==> config.mk <==
export PLATFORM = sky130hd
export DESIGN_NAME = alu_seq_rot_flat
export DESIGN_NICKNAME = d
export VERILOG_FILES = /design/src/rtl/alu_seq_rot_pkg.sv /design/src/rtl/alu_seq_rot_if.sv /design/src/rtl/alu_rot_step.sv /design/src/rtl/alu_seq_rot.sv /design/src/flat_wrapper.sv
export SDC_FILE = /design/constraint.sdc
export NUM_CORES = 1
export LEC_CHECK = 0
export CORE_MARGIN = 1
export CORE_UTILIZATION = 44
export CTS_CLUSTER_SIZE = 40
export DETAILED_ROUTE_END_ITERATION = 16
export PLACE_DENSITY = 0.81
export SYNTH_ARGS = -nofsm -noshare
export SYNTH_HDL_FRONTEND = slang
export SYNTH_SLANG_ARGS = --single-unit
==> constraint.sdc <==
create_clock -name clk -period 1.4 [get_ports clk]
set_input_delay 0.35 -clock clk [delete_from_list [all_inputs] [get_ports clk]]
set_output_delay 0.35 -clock clk [all_outputs]
set_load 0.02 [all_outputs]
==> src/rtl/alu_seq_rot_pkg.sv <==
// -----------------------------------------------------------------------------
// alu_seq_pkg
// Shared types for the sequential NOT/rotate ALU: opcode and FSM state
// encodings plus the opcode field width. Imported by the interface, the
// rotate-step helper and the top level.
// -----------------------------------------------------------------------------
package alu_seq_pkg;

  localparam int OP_W = 2;

  // Opcode encoding as seen on the operand bus.
  typedef enum logic [OP_W-1:0] {
    OP_NOT  = 2'b00,
    OP_ROL  = 2'b01,
    OP_ROR  = 2'b10,
    OP_PASS = 2'b11
  } op_e;

  // Control FSM: accept, serial rotate, hold result until consumed.
  typedef enum logic [1:0] {
    ST_IDLE = 2'd0,
    ST_ROT  = 2'd1,
    ST_DONE = 2'd2
  } state_e;

endpackage : alu_seq_pkg

==> src/rtl/alu_seq_rot_if.sv <==
// -----------------------------------------------------------------------------
// alu_seq_rot_if
// Operand/result bus of the sequential ALU.
//   Operand side : in_valid, in_ready, a[WIDTH], b[SW] (rotate amount), op[2]
//   Result side  : out_valid, out_ready, result[WIDTH], cf, sf, zf
// Modports:
//   slave  - the ALU (consumes operands, produces results)
//   master - the producer/consumer pair around it (register file, writeback)
// -----------------------------------------------------------------------------
interface alu_seq_rot_if
  import alu_seq_pkg::*;
#(
  parameter int WIDTH = 5,
  parameter int SW    = $clog2(WIDTH)
);

  logic             in_valid;
  logic             in_ready;
  logic [WIDTH-1:0] a;
  logic [SW-1:0]    b;
  logic [OP_W-1:0]  op;

  logic             out_valid;
  logic             out_ready;
  logic [WIDTH-1:0] result;
  logic             cf;
  logic             sf;
  logic             zf;

  modport slave (
    input  in_valid, a, b, op, out_ready,
    output in_ready, out_valid, result, cf, sf, zf
  );

  modport master (
    output in_valid, a, b, op, out_ready,
    input  in_ready, out_valid, result, cf, sf, zf
  );

endinterface : alu_seq_rot_if

==> src/rtl/alu_rot_step.sv <==
// -----------------------------------------------------------------------------
// alu_rot_step
// Combinational single-bit rotate of a WIDTH-bit vector.
//   din   in  WIDTH : vector to rotate
//   left  in  1     : 1 = rotate left, 0 = rotate right
//   dout  out WIDTH : rotated vector
//   wrap  out 1     : bit that wrapped around (din MSB for left, LSB for right)
// -----------------------------------------------------------------------------
module alu_rot_step #(
  parameter int WIDTH = 5
) (
  input  logic [WIDTH-1:0] din,
  input  logic             left,
  output logic [WIDTH-1:0] dout,
  output logic             wrap
);

  always_comb begin
    if (left) begin
      dout = {din[WIDTH-2:0], din[WIDTH-1]};
      wrap = din[WIDTH-1];
    end else begin
      dout = {din[0], din[WIDTH-1:1]};
      wrap = din[0];
    end
  end

endmodule : alu_rot_step

==> src/rtl/alu_seq_rot.sv <==
// -----------------------------------------------------------------------------
// alu_seq_rot
// Sequential ALU: NOT, rotate-left, rotate-right and pass on a WIDTH-bit
// operand. Rotates are performed serially, one bit position per cycle, so a
// rotate by k occupies the block for k cycles. Results and CF/SF/ZF flags are
// registered and held until the consumer takes them.
//   clk    in  : rising-edge clock
//   rst_n  in  : asynchronous active-low reset
//   bus    slave modport of alu_seq_rot_if:
//          in_valid/in_ready/a/b/op  - operand handshake (accepted in IDLE only)
//          out_valid/out_ready       - result handshake (held in DONE)
//          result/cf/sf/zf           - registered result and flags
// -----------------------------------------------------------------------------
module alu_seq_rot
  import alu_seq_pkg::*;
#(
  parameter int WIDTH = 5,
  parameter int SW    = $clog2(WIDTH)
) (
  input  logic          clk,
  input  logic          rst_n,
  alu_seq_rot_if.slave  bus
);

  state_e           state_q, state_d;
  logic [WIDTH-1:0] acc_q,   acc_d;
  logic [SW-1:0]    cnt_q,   cnt_d;
  logic             dir_q,   dir_d;   // 1 = rotate left
  logic             cf_q,    cf_d;
  logic             sf_q,    sf_d;
  logic             zf_q,    zf_d;

  logic [SW-1:0]    k;
  logic [WIDTH-1:0] step_out;
  logic             step_wrap;

  // Rotate amount reduced modulo WIDTH. b is SW bits wide, so b < 2*WIDTH and
  // a single conditional subtract is enough. For power-of-two widths the
  // compare is never true and k is just b.
  always_comb begin
    if ({1'b0, bus.b} >= (SW+1)'(WIDTH)) begin
      k = bus.b - SW'(WIDTH);
    end else begin
      k = bus.b;
    end
  end

  alu_rot_step #(
    .WIDTH (WIDTH)
  ) u_step (
    .din  (acc_q),
    .left (dir_q),
    .dout (step_out),
    .wrap (step_wrap)
  );

  always_comb begin
    // NOTE: every variable gets a hold value first so no path through the
    // case statement leaves one unassigned (which would infer a latch).
    state_d = state_q;
    acc_d   = acc_q;
    cnt_d   = cnt_q;
    dir_d   = dir_q;
    cf_d    = cf_q;
    sf_d    = sf_q;
    zf_d    = zf_q;

    unique case (state_q)
      ST_IDLE: begin
        if (bus.in_valid) begin
          cf_d = 1'b0;
          unique case (op_e'(bus.op))
            OP_NOT: begin
              acc_d   = ~bus.a;
              state_d = ST_DONE;
            end
            OP_PASS: begin
              acc_d   = bus.a;
              state_d = ST_DONE;
            end
            OP_ROL, OP_ROR: begin
              acc_d = bus.a;
              dir_d = (op_e'(bus.op) == OP_ROL);
              if (k == '0) begin
                state_d = ST_DONE;
              end else begin
                cnt_d   = k;
                state_d = ST_ROT;
              end
            end
          endcase
        end
      end

      ST_ROT: begin
        acc_d = step_out;
        cf_d  = step_wrap;
        cnt_d = cnt_q - SW'(1);
        if (cnt_q == SW'(1)) begin
          state_d = ST_DONE;
        end
      end

      ST_DONE: begin
        if (bus.out_ready) begin
          state_d = ST_IDLE;
        end
      end

      default: begin
        state_d = ST_IDLE;
      end
    endcase

    // Sign/zero are taken from the final accumulator value on the cycle the
    // FSM enters DONE, so they stay frozen while the result is held.
    if (state_d == ST_DONE && state_q != ST_DONE) begin
      sf_d = acc_d[WIDTH-1];
      zf_d = (acc_d == '0);
    end
  end

  // NOTE: sequential state uses non-blocking assignments so all flops sample
  // their _d values from the same pre-edge snapshot.
  always_ff @(posedge clk or negedge rst_n) begin
    if (!rst_n) begin
      state_q <= ST_IDLE;
      acc_q   <= '0;
      cnt_q   <= '0;
      dir_q   <= 1'b0;
      cf_q    <= 1'b0;
      sf_q    <= 1'b0;
      zf_q    <= 1'b0;
    end else begin
      state_q <= state_d;
      acc_q   <= acc_d;
      cnt_q   <= cnt_d;
      dir_q   <= dir_d;
      cf_q    <= cf_d;
      sf_q    <= sf_d;
      zf_q    <= zf_d;
    end
  end

  assign bus.in_ready  = (state_q == ST_IDLE);
  assign bus.out_valid = (state_q == ST_DONE);
  assign bus.result    = acc_q;
  assign bus.cf        = cf_q;
  assign bus.sf        = sf_q;
  assign bus.zf        = zf_q;

endmodule : alu_seq_rot

==> src/flat_wrapper.sv <==
// flat-port wrapper written by rule: the top's interface ports become plain ports
module alu_seq_rot_flat import alu_seq_pkg::*;
#(
  parameter int WIDTH = 5,
  parameter int SW    = $clog2(WIDTH)
)
  (clk, rst_n, bus_in_valid, bus_a, bus_b, bus_op, bus_out_ready, bus_in_ready, bus_out_valid, bus_result, bus_cf, bus_sf, bus_zf);
  alu_seq_rot_if #(.WIDTH(WIDTH), .SW(SW)) bus_i ();
  input  logic clk;
  input  logic rst_n;
  input wire logic [$bits(bus_i.in_valid)-1:0] bus_in_valid;
  input wire logic [$bits(bus_i.a)-1:0] bus_a;
  input wire logic [$bits(bus_i.b)-1:0] bus_b;
  input wire logic [$bits(bus_i.op)-1:0] bus_op;
  input wire logic [$bits(bus_i.out_ready)-1:0] bus_out_ready;
  output wire logic [$bits(bus_i.in_ready)-1:0] bus_in_ready;
  output wire logic [$bits(bus_i.out_valid)-1:0] bus_out_valid;
  output wire logic [$bits(bus_i.result)-1:0] bus_result;
  output wire logic [$bits(bus_i.cf)-1:0] bus_cf;
  output wire logic [$bits(bus_i.sf)-1:0] bus_sf;
  output wire logic [$bits(bus_i.zf)-1:0] bus_zf;
  assign bus_i.in_valid = bus_in_valid;
  assign bus_i.a = bus_a;
  assign bus_i.b = bus_b;
  assign bus_i.op = bus_op;
  assign bus_i.out_ready = bus_out_ready;
  assign bus_in_ready = bus_i.in_ready;
  assign bus_out_valid = bus_i.out_valid;
  assign bus_result = bus_i.result;
  assign bus_cf = bus_i.cf;
  assign bus_sf = bus_i.sf;
  assign bus_zf = bus_i.zf;
  alu_seq_rot #(.WIDTH(WIDTH), .SW(SW)) u_core (.clk(clk), .rst_n(rst_n), .bus(bus_i));
endmodule
==> results of run 1 <==
==> report_power, final <==
group	internal, µW	leakage, µW	switching, µW
combinational	1380	0.000651	1160
sequential	615	0.000168	254
clock	159	0.0000210	144
==> registers in the layout, indices dropped and copies added, names as in the netlist <==
signal and flops:
u_core.bus.result 5, u_core.cnt_q 3, u_core.state_q 2, u_core.bus.cf 1
u_core.bus.sf 1, u_core.bus.zf 1, u_core.dir_q 1
==> cells by family (layout without fill, tap and decap cells) <==
family	Yosys count	after routing
mux	11	11
fa+ha+maj	6	6
buf+inv	13	73
compound gates	27	27
flops	14	14
xor+xnor	5	5
simple gates	29	29
==> timing repair <==
action / 4_1_cts / 5_1_grt
gates cloned: 1 / 0
setup buffers: 6 / 6
pin swaps: 10 / 14
endpoints found under the setup margin: 23 / 14
gates resized for setup: 75 / 30
==> final cells by class <==
class                      instances  area [µm²]
fill                              86         238
sequential                        14         357
multi-input combinational         78         788
clock buffer                       4        36.3
inverter                           7        58.8
timing repair buffer              62         531
tap                               27        33.8
==> cells in the mapped netlist <==
cell type and number:
a21oi_1 4, a21o_1 1, o221a_1 1, o21a_1 1
nor3_2 1, o221ai_1 1, o21bai_1 1, a31oi_1 2
nand4b_1 1, nor3_1 1, inv_1 7, a22o_1 1
xor2_1 1, o21ai_0 6, xnor2_1 4, a221o_1 4
nor2b_1 2, buf_4 1, buf_2 3, nand2_1 6
nand3_1 2, dfrtp_1 14, a2111oi_0 4, ha_1 6
mux2_4 1, or2_2 1, mux2_1 4, or3_1 1
mux2_2 2, buf_1 1, a32oi_1 1, nand2b_1 2
buf_6 1, nand4_2 1, nor2_1 11, mux2i_1 4
==> cells in the final DEF (no fill, tap or decap), types with 3 or more instances in the layout <==
| cell type | count |
|---|---|
| a221o_1 | 4 |
| buf_2 | 4 |
| buf_4 | 30 |
| buf_6 | 11 |
| clkbuf_2 | 3 |
| clkbuf_4 | 4 |
| clkdlybuf4s50_1 | 5 |
| dfrtp_1 | 9 |
| dfrtp_2 | 5 |
| ha_1 | 4 |
| inv_1 | 3 |
| mux2_4 | 5 |
| mux2i_1 | 4 |
| nand2_1 | 6 |
| nor2_1 | 9 |
| o21ai_0 | 6 |
| xnor2_2 | 3 |
==> routing by layer <==
layer	global-route usage (%)	up-vias
li1	-	504
met1	32.9	538
met2	55.2	24
met3	6.79	12
met4	13.8	0
met5	0	-
==> worst reg2reg max path, cell delays in order, from the launching register on <==
cell and delay (ns):
dfrtp_2 0.49, mux2_4 0.33, a221o_1 0.34, nor3_2 0.18, a22o_1 0.14
==> how the worst min path moves through the flow <==
stage                                         start  depth (start not counted)                          end  slack, ns
final                                         rst_n                          2  u_core.state_q[1]$_DFF_PN0_       0.38
after global routing                          rst_n                          2  u_core.state_q[1]$_DFF_PN0_       0.39
after CTS                                     rst_n                          2  u_core.cnt_q[2]$_DFFE_PN0P_       0.37
after detailed placement  u_core.bus.cf$_DFFE_PN0P_                          2    u_core.bus.cf$_DFFE_PN0P_       0.50
after global placement    u_core.bus.sf$_DFFE_PN0P_                          1    u_core.bus.sf$_DFFE_PN0P_       0.48
after floorplan                               rst_n                          0    u_core.bus.cf$_DFFE_PN0P_       0.05
==> per-stage QoR <==
step	hold slack [ns]	instance area [µm²]
global route	0.385	1800
CTS	0.371	1680
floorplan	0.0544	1090
detailed placement	0.496	1510
finish	0.375	1800
global placement	0.475	1510
==> impl_metrics.ini, run 1 <==
[sta]
worst_slack_ns = -0.146
period_share_pct = 110
period_minus_slack_ns = 1.55
fmaxAchievable_mhz = 647
timing.slew.headroom_pct = 82.3
setup_tns_ns = -0.415
timing_max_transition_violations_final = 0
setup_viol_count_final = 7
final_hold_vio_count = 0
tightest_slew_ns = 0.266
timing.clock.skew_ns = 0.00214
grt_setup_unrepaired = true

[die]
die-area_um2 = 2470
start_util_pct = 49.0
die-height_um = 49.7
floorplan.die.width_um = 49.7
fp-row-count = 16
ioPinCount = 24
design.core.area_um2 = 2040

[layout]
design.final.nets = 186
area_growth_syn_to_layout_pct = 80.2
final_core_util_pct = 88.4
diodes = 0
post_route_cells_drive_above_1_share_pct = 56.4
final_cells = 192

[synth]
post_synth_xor_area_fraction_pct = 4.38
synthTopCellsByArea = dfrtp_1 (35%), ha_1 (7.5%), mux2_1 (4.5%)
synth_seq_area_share_pct = 35.0
synth_top_family_by_area = compound AO/OA/AOI/OAI gates
mapped_area_um2 = 1000
ys_ff_latch = 14
yosys.area_share.simple_pct = 14.8
synthesis.area_per_instance_um2 = 9.53
syn_nets = 125
synthCells = 105
synth_compound_gate_area_share_pct = 19.8
synth.mux.area_fraction_pct = 12.3
count_of_different_cell_masters_after_synthesis = 36
synth_fa_ha_area_share_pct = 7.50
synthDominantAreaCellType = dfrtp_1
synth_top_area_share_pct = 35.0
synth-warning-count = 0

[place]
dp_hpwl_mm = 2.10
place.gp.congestion = 0.846
dp_worst_setup_slack_ns = -0.963
numPortBuffers = 23
place.detailed.instances = 176

[detailed_routing]
dr.first_iter.drc_count = 23
routedWlPerCell_um = 18.3
drtAntennaViolNets = 0
wirelength_mm = 3.51
post-route-drc-count = 0
drt_first_pass_iters = 5
met2_wirelength_mm = 1.84
wl_met3_um = 115
routed.top_layer = met4
m1WireLength_mm = 1.44
routed-via-count = 1078
vias_per_cell = 5.61

[status]
violations = setup timing
run_status = finished, violations left

[setup_path]
kind_of_end_point_of_the_critical_path = flip-flop
worstRegToRegCells = 4
timing.rr.end = u_core.bus.zf$_DFFE_PN0P_
critical-path-top-delay-family = flip-flops
critPathKind = flip-flop to flip-flop
critical_path.cell_chain = mux2_4, a221o_1, nor3_2, a22o_1
worst_setup_path_start_kind = flip-flop
arrival_ns = 1.78
cp.required_ns = 1.63
timing.critical_path.to = u_core.bus.zf$_DFFE_PN0P_
cp_num_cells = 4
critical-path-slowest-cell = dfrtp_2
startpoint = u_core.dir_q$_DFFE_PN0P_
cp_max_fanout = 7
critical_path_buf_inv_count = 0
critical-path-max-stage-delay_ns = 0.49
reg2reg_from = u_core.dir_q$_DFFE_PN0P_
setup_slack_reg_to_reg_ns = -0.15

[cts]
clock_tree_from_tritoncts = done
clkTransAtPathRegs_ns = 0.09
maximum_buffer_depth_of_the_clock_tree = 2
inserted_clock_buffers = 3
clkSinkCount = 14
ctsRootBufferMaster = clkbuf_4
htree_levels = 1
clk-insertion-delay-late_ns = 0.29
hold_buffers = 0

[grt]
grt.total_usage_pct = 30.3
grt_start_max_net_pins = 15
overall_overflow_remaining_after_global_route = 0
grt_antenna_before_repair = 0
grt_pass1_vias = 1195
grt_pass1_wl_mm = 5.56

[power_and_ir_drop]
p_per_area_nw_per_um2 = 2050
irDropWorstVdd_mv = 1.79
static_power_due_to_leakage_uw = 0.000839
power.total_uw = 3710

[run]
timing.max_cap.violations = 0

[hold_path]
hold_crit_class = primary input to async pin
(Power assumes the default switching activity.)
==> run 2: changes to the inputs <==
CORE_UTILIZATION = 30   (was 44)
PLACE_DENSITY = 0.61   (was 0.81)
==> impl_metrics.ini, run 2 (synthesized netlist as in run 1, its figures left out) <==
[grt]
grt.total_usage_pct = 17.9
grt_pass1_wl_mm = 4.78
overall_overflow_remaining_after_global_route = 0
grt_antenna_before_repair = 0
grt_start_max_net_pins = 15
grt_pass1_vias = 1079

[power_and_ir_drop]
irDropWorstVdd_mv = 1.13
p_per_area_nw_per_um2 = 1960
static_power_due_to_leakage_uw = 0.000831

[sta]
tightest_slew_ns = 0.263
fmaxAchievable_mhz = 640
period_share_pct = 112
timing.slew.headroom_pct = 82.5
timing_max_transition_violations_final = 0
setup_viol_count_final = 6
worst_slack_ns = -0.162
timing.clock.skew_ns = 0.00665
final_hold_vio_count = 0
period_minus_slack_ns = 1.56
setup_tns_ns = -0.441
grt_setup_unrepaired = true

[setup_path]
critical-path-top-delay-family = flip-flops
cp.required_ns = 1.64
kind_of_end_point_of_the_critical_path = flip-flop
arrival_ns = 1.80
critPathKind = flip-flop to flip-flop
worstRegToRegCells = 4
worst_setup_path_start_kind = flip-flop
cp_max_fanout = 7
critical_path_buf_inv_count = 0
critical_path.cell_chain = mux2_4, a221o_1, nor3_2, a22o_1
critical-path-slowest-cell = dfrtp_2
cp_num_cells = 4
critical-path-max-stage-delay_ns = 0.49

[detailed_routing]
wirelength_mm = 3.05
routedWlPerCell_um = 14.7
drtAntennaViolNets = 0
routed-via-count = 1059
dr.first_iter.drc_count = 30
drt_first_pass_iters = 4
vias_per_cell = 5.09
post-route-drc-count = 0

[die]
start_util_pct = 32.3
die-height_um = 59.8
design.core.area_um2 = 3100
ioPinCount = 24
floorplan.die.width_um = 59.8
fp-row-count = 20
die-area_um2 = 3570

[layout]
largest_reg_flops = 5
area_growth_syn_to_layout_pct = 82.6
final_cells = 208
layout_common_cells = buf_4 (30), buf_6 (11), dfrtp_1 (11)
diodes = 0
design.final.nets = 185
final_core_util_pct = 58.9
layout_commonest_cell = buf_4
post_route_cells_drive_above_1_share_pct = 55.5

[hold_path]
hold_crit_class = primary input to async pin

[place]
numPortBuffers = 23
dp_hpwl_mm = 2.09
place.detailed.instances = 193
place.gp.congestion = 0.850

[run]
timing.max_cap.violations = 0

[cts]
clkTransAtPathRegs_ns = 0.10
clock_tree_from_tritoncts = done
clkSinkCount = 14
htree_levels = 1
clk-insertion-delay-late_ns = 0.29
ctsRootBufferMaster = clkbuf_4
inserted_clock_buffers = 3
maximum_buffer_depth_of_the_clock_tree = 2

[status]
run_status = finished, violations left
violations = setup timing
==> run 2: final timing paths <==
| kind | from | to | slack (ns) |
|---|---|---|---|
| setup / recovery | u_core.dir_q$_DFFE_PN0P_ | u_core.bus.zf$_DFFE_PN0P_ | -0.16 |
| hold / removal | rst_n | u_core.bus.result[3]$_DFF_PN0_ | 0.37 |
| setup reg to reg | u_core.dir_q$_DFFE_PN0P_ | u_core.bus.zf$_DFFE_PN0P_ | -0.16 |
| hold reg to reg | u_core.bus.cf$_DFFE_PN0P_ | u_core.bus.cf$_DFFE_PN0P_ | 0.52 |
| max in group asynchronous | rst_n | u_core.state_q[0]$_DFF_PN0_ | 0.83 |
| min in group clk | bus_op[0] | u_core.dir_q$_DFFE_PN0P_ | 0.49 |
==> run 2: layer usage <==
layer | global-route usage, % | routed length (µm) | vias to the layer above | part of all wire, %
met5 | 0 | 0 | - | 0
met4 | 1.99 | 23 | 0 | 0.75
met3 | 3.90 | 131 | 4 | 4.3
met2 | 35.2 | 1560 | 25 | 51
met1 | 19.7 | 1330 | 531 | 44
li1 | - | - | 499 | -
==> run 2: final cells by class <==
class,count,area (µm²)
Clock buffer,4,36.3
Fill cell,299,1270
Inverter,7,58.8
Multi-Input combinational cell,78,793
Sequential cell,14,354
Tap cell,44,55.1
Timing Repair Buffer,61,531
==> run 2: power breakdown <==
part	internal, µW	switching, µW	leakage (µW)
Sequential	608	239	0.000170
Clock	158	153	0.0000210
Combinational	1340	1080	0.000640
==> run 2: repair_timing <==
item                       CTS  global route
pin swaps                    5            11
resized for setup           71            30
setup endpoints to repair   23            14
setup buffers                6             5
hold buffers                 0             0
cloned                       0             0
==> run 2: through the flow <==
stage / setup slack, ns / power (µW) / area, µm² / hold WS, ns
2_1_floorplan: -0.198 / 1850 / 1090 / 0.0544
3_3_place_gp: -0.881 / 2670 / 1540 / 0.502
3_5_place_dp: -0.892 / 2700 / 1540 / 0.508
4_1_cts: -0.200 / 3260 / 1710 / 0.381
5_1_grt: -0.180 / 3790 / 1830 / 0.379
6_report: -0.162 / 3580 / 1830 / 0.371
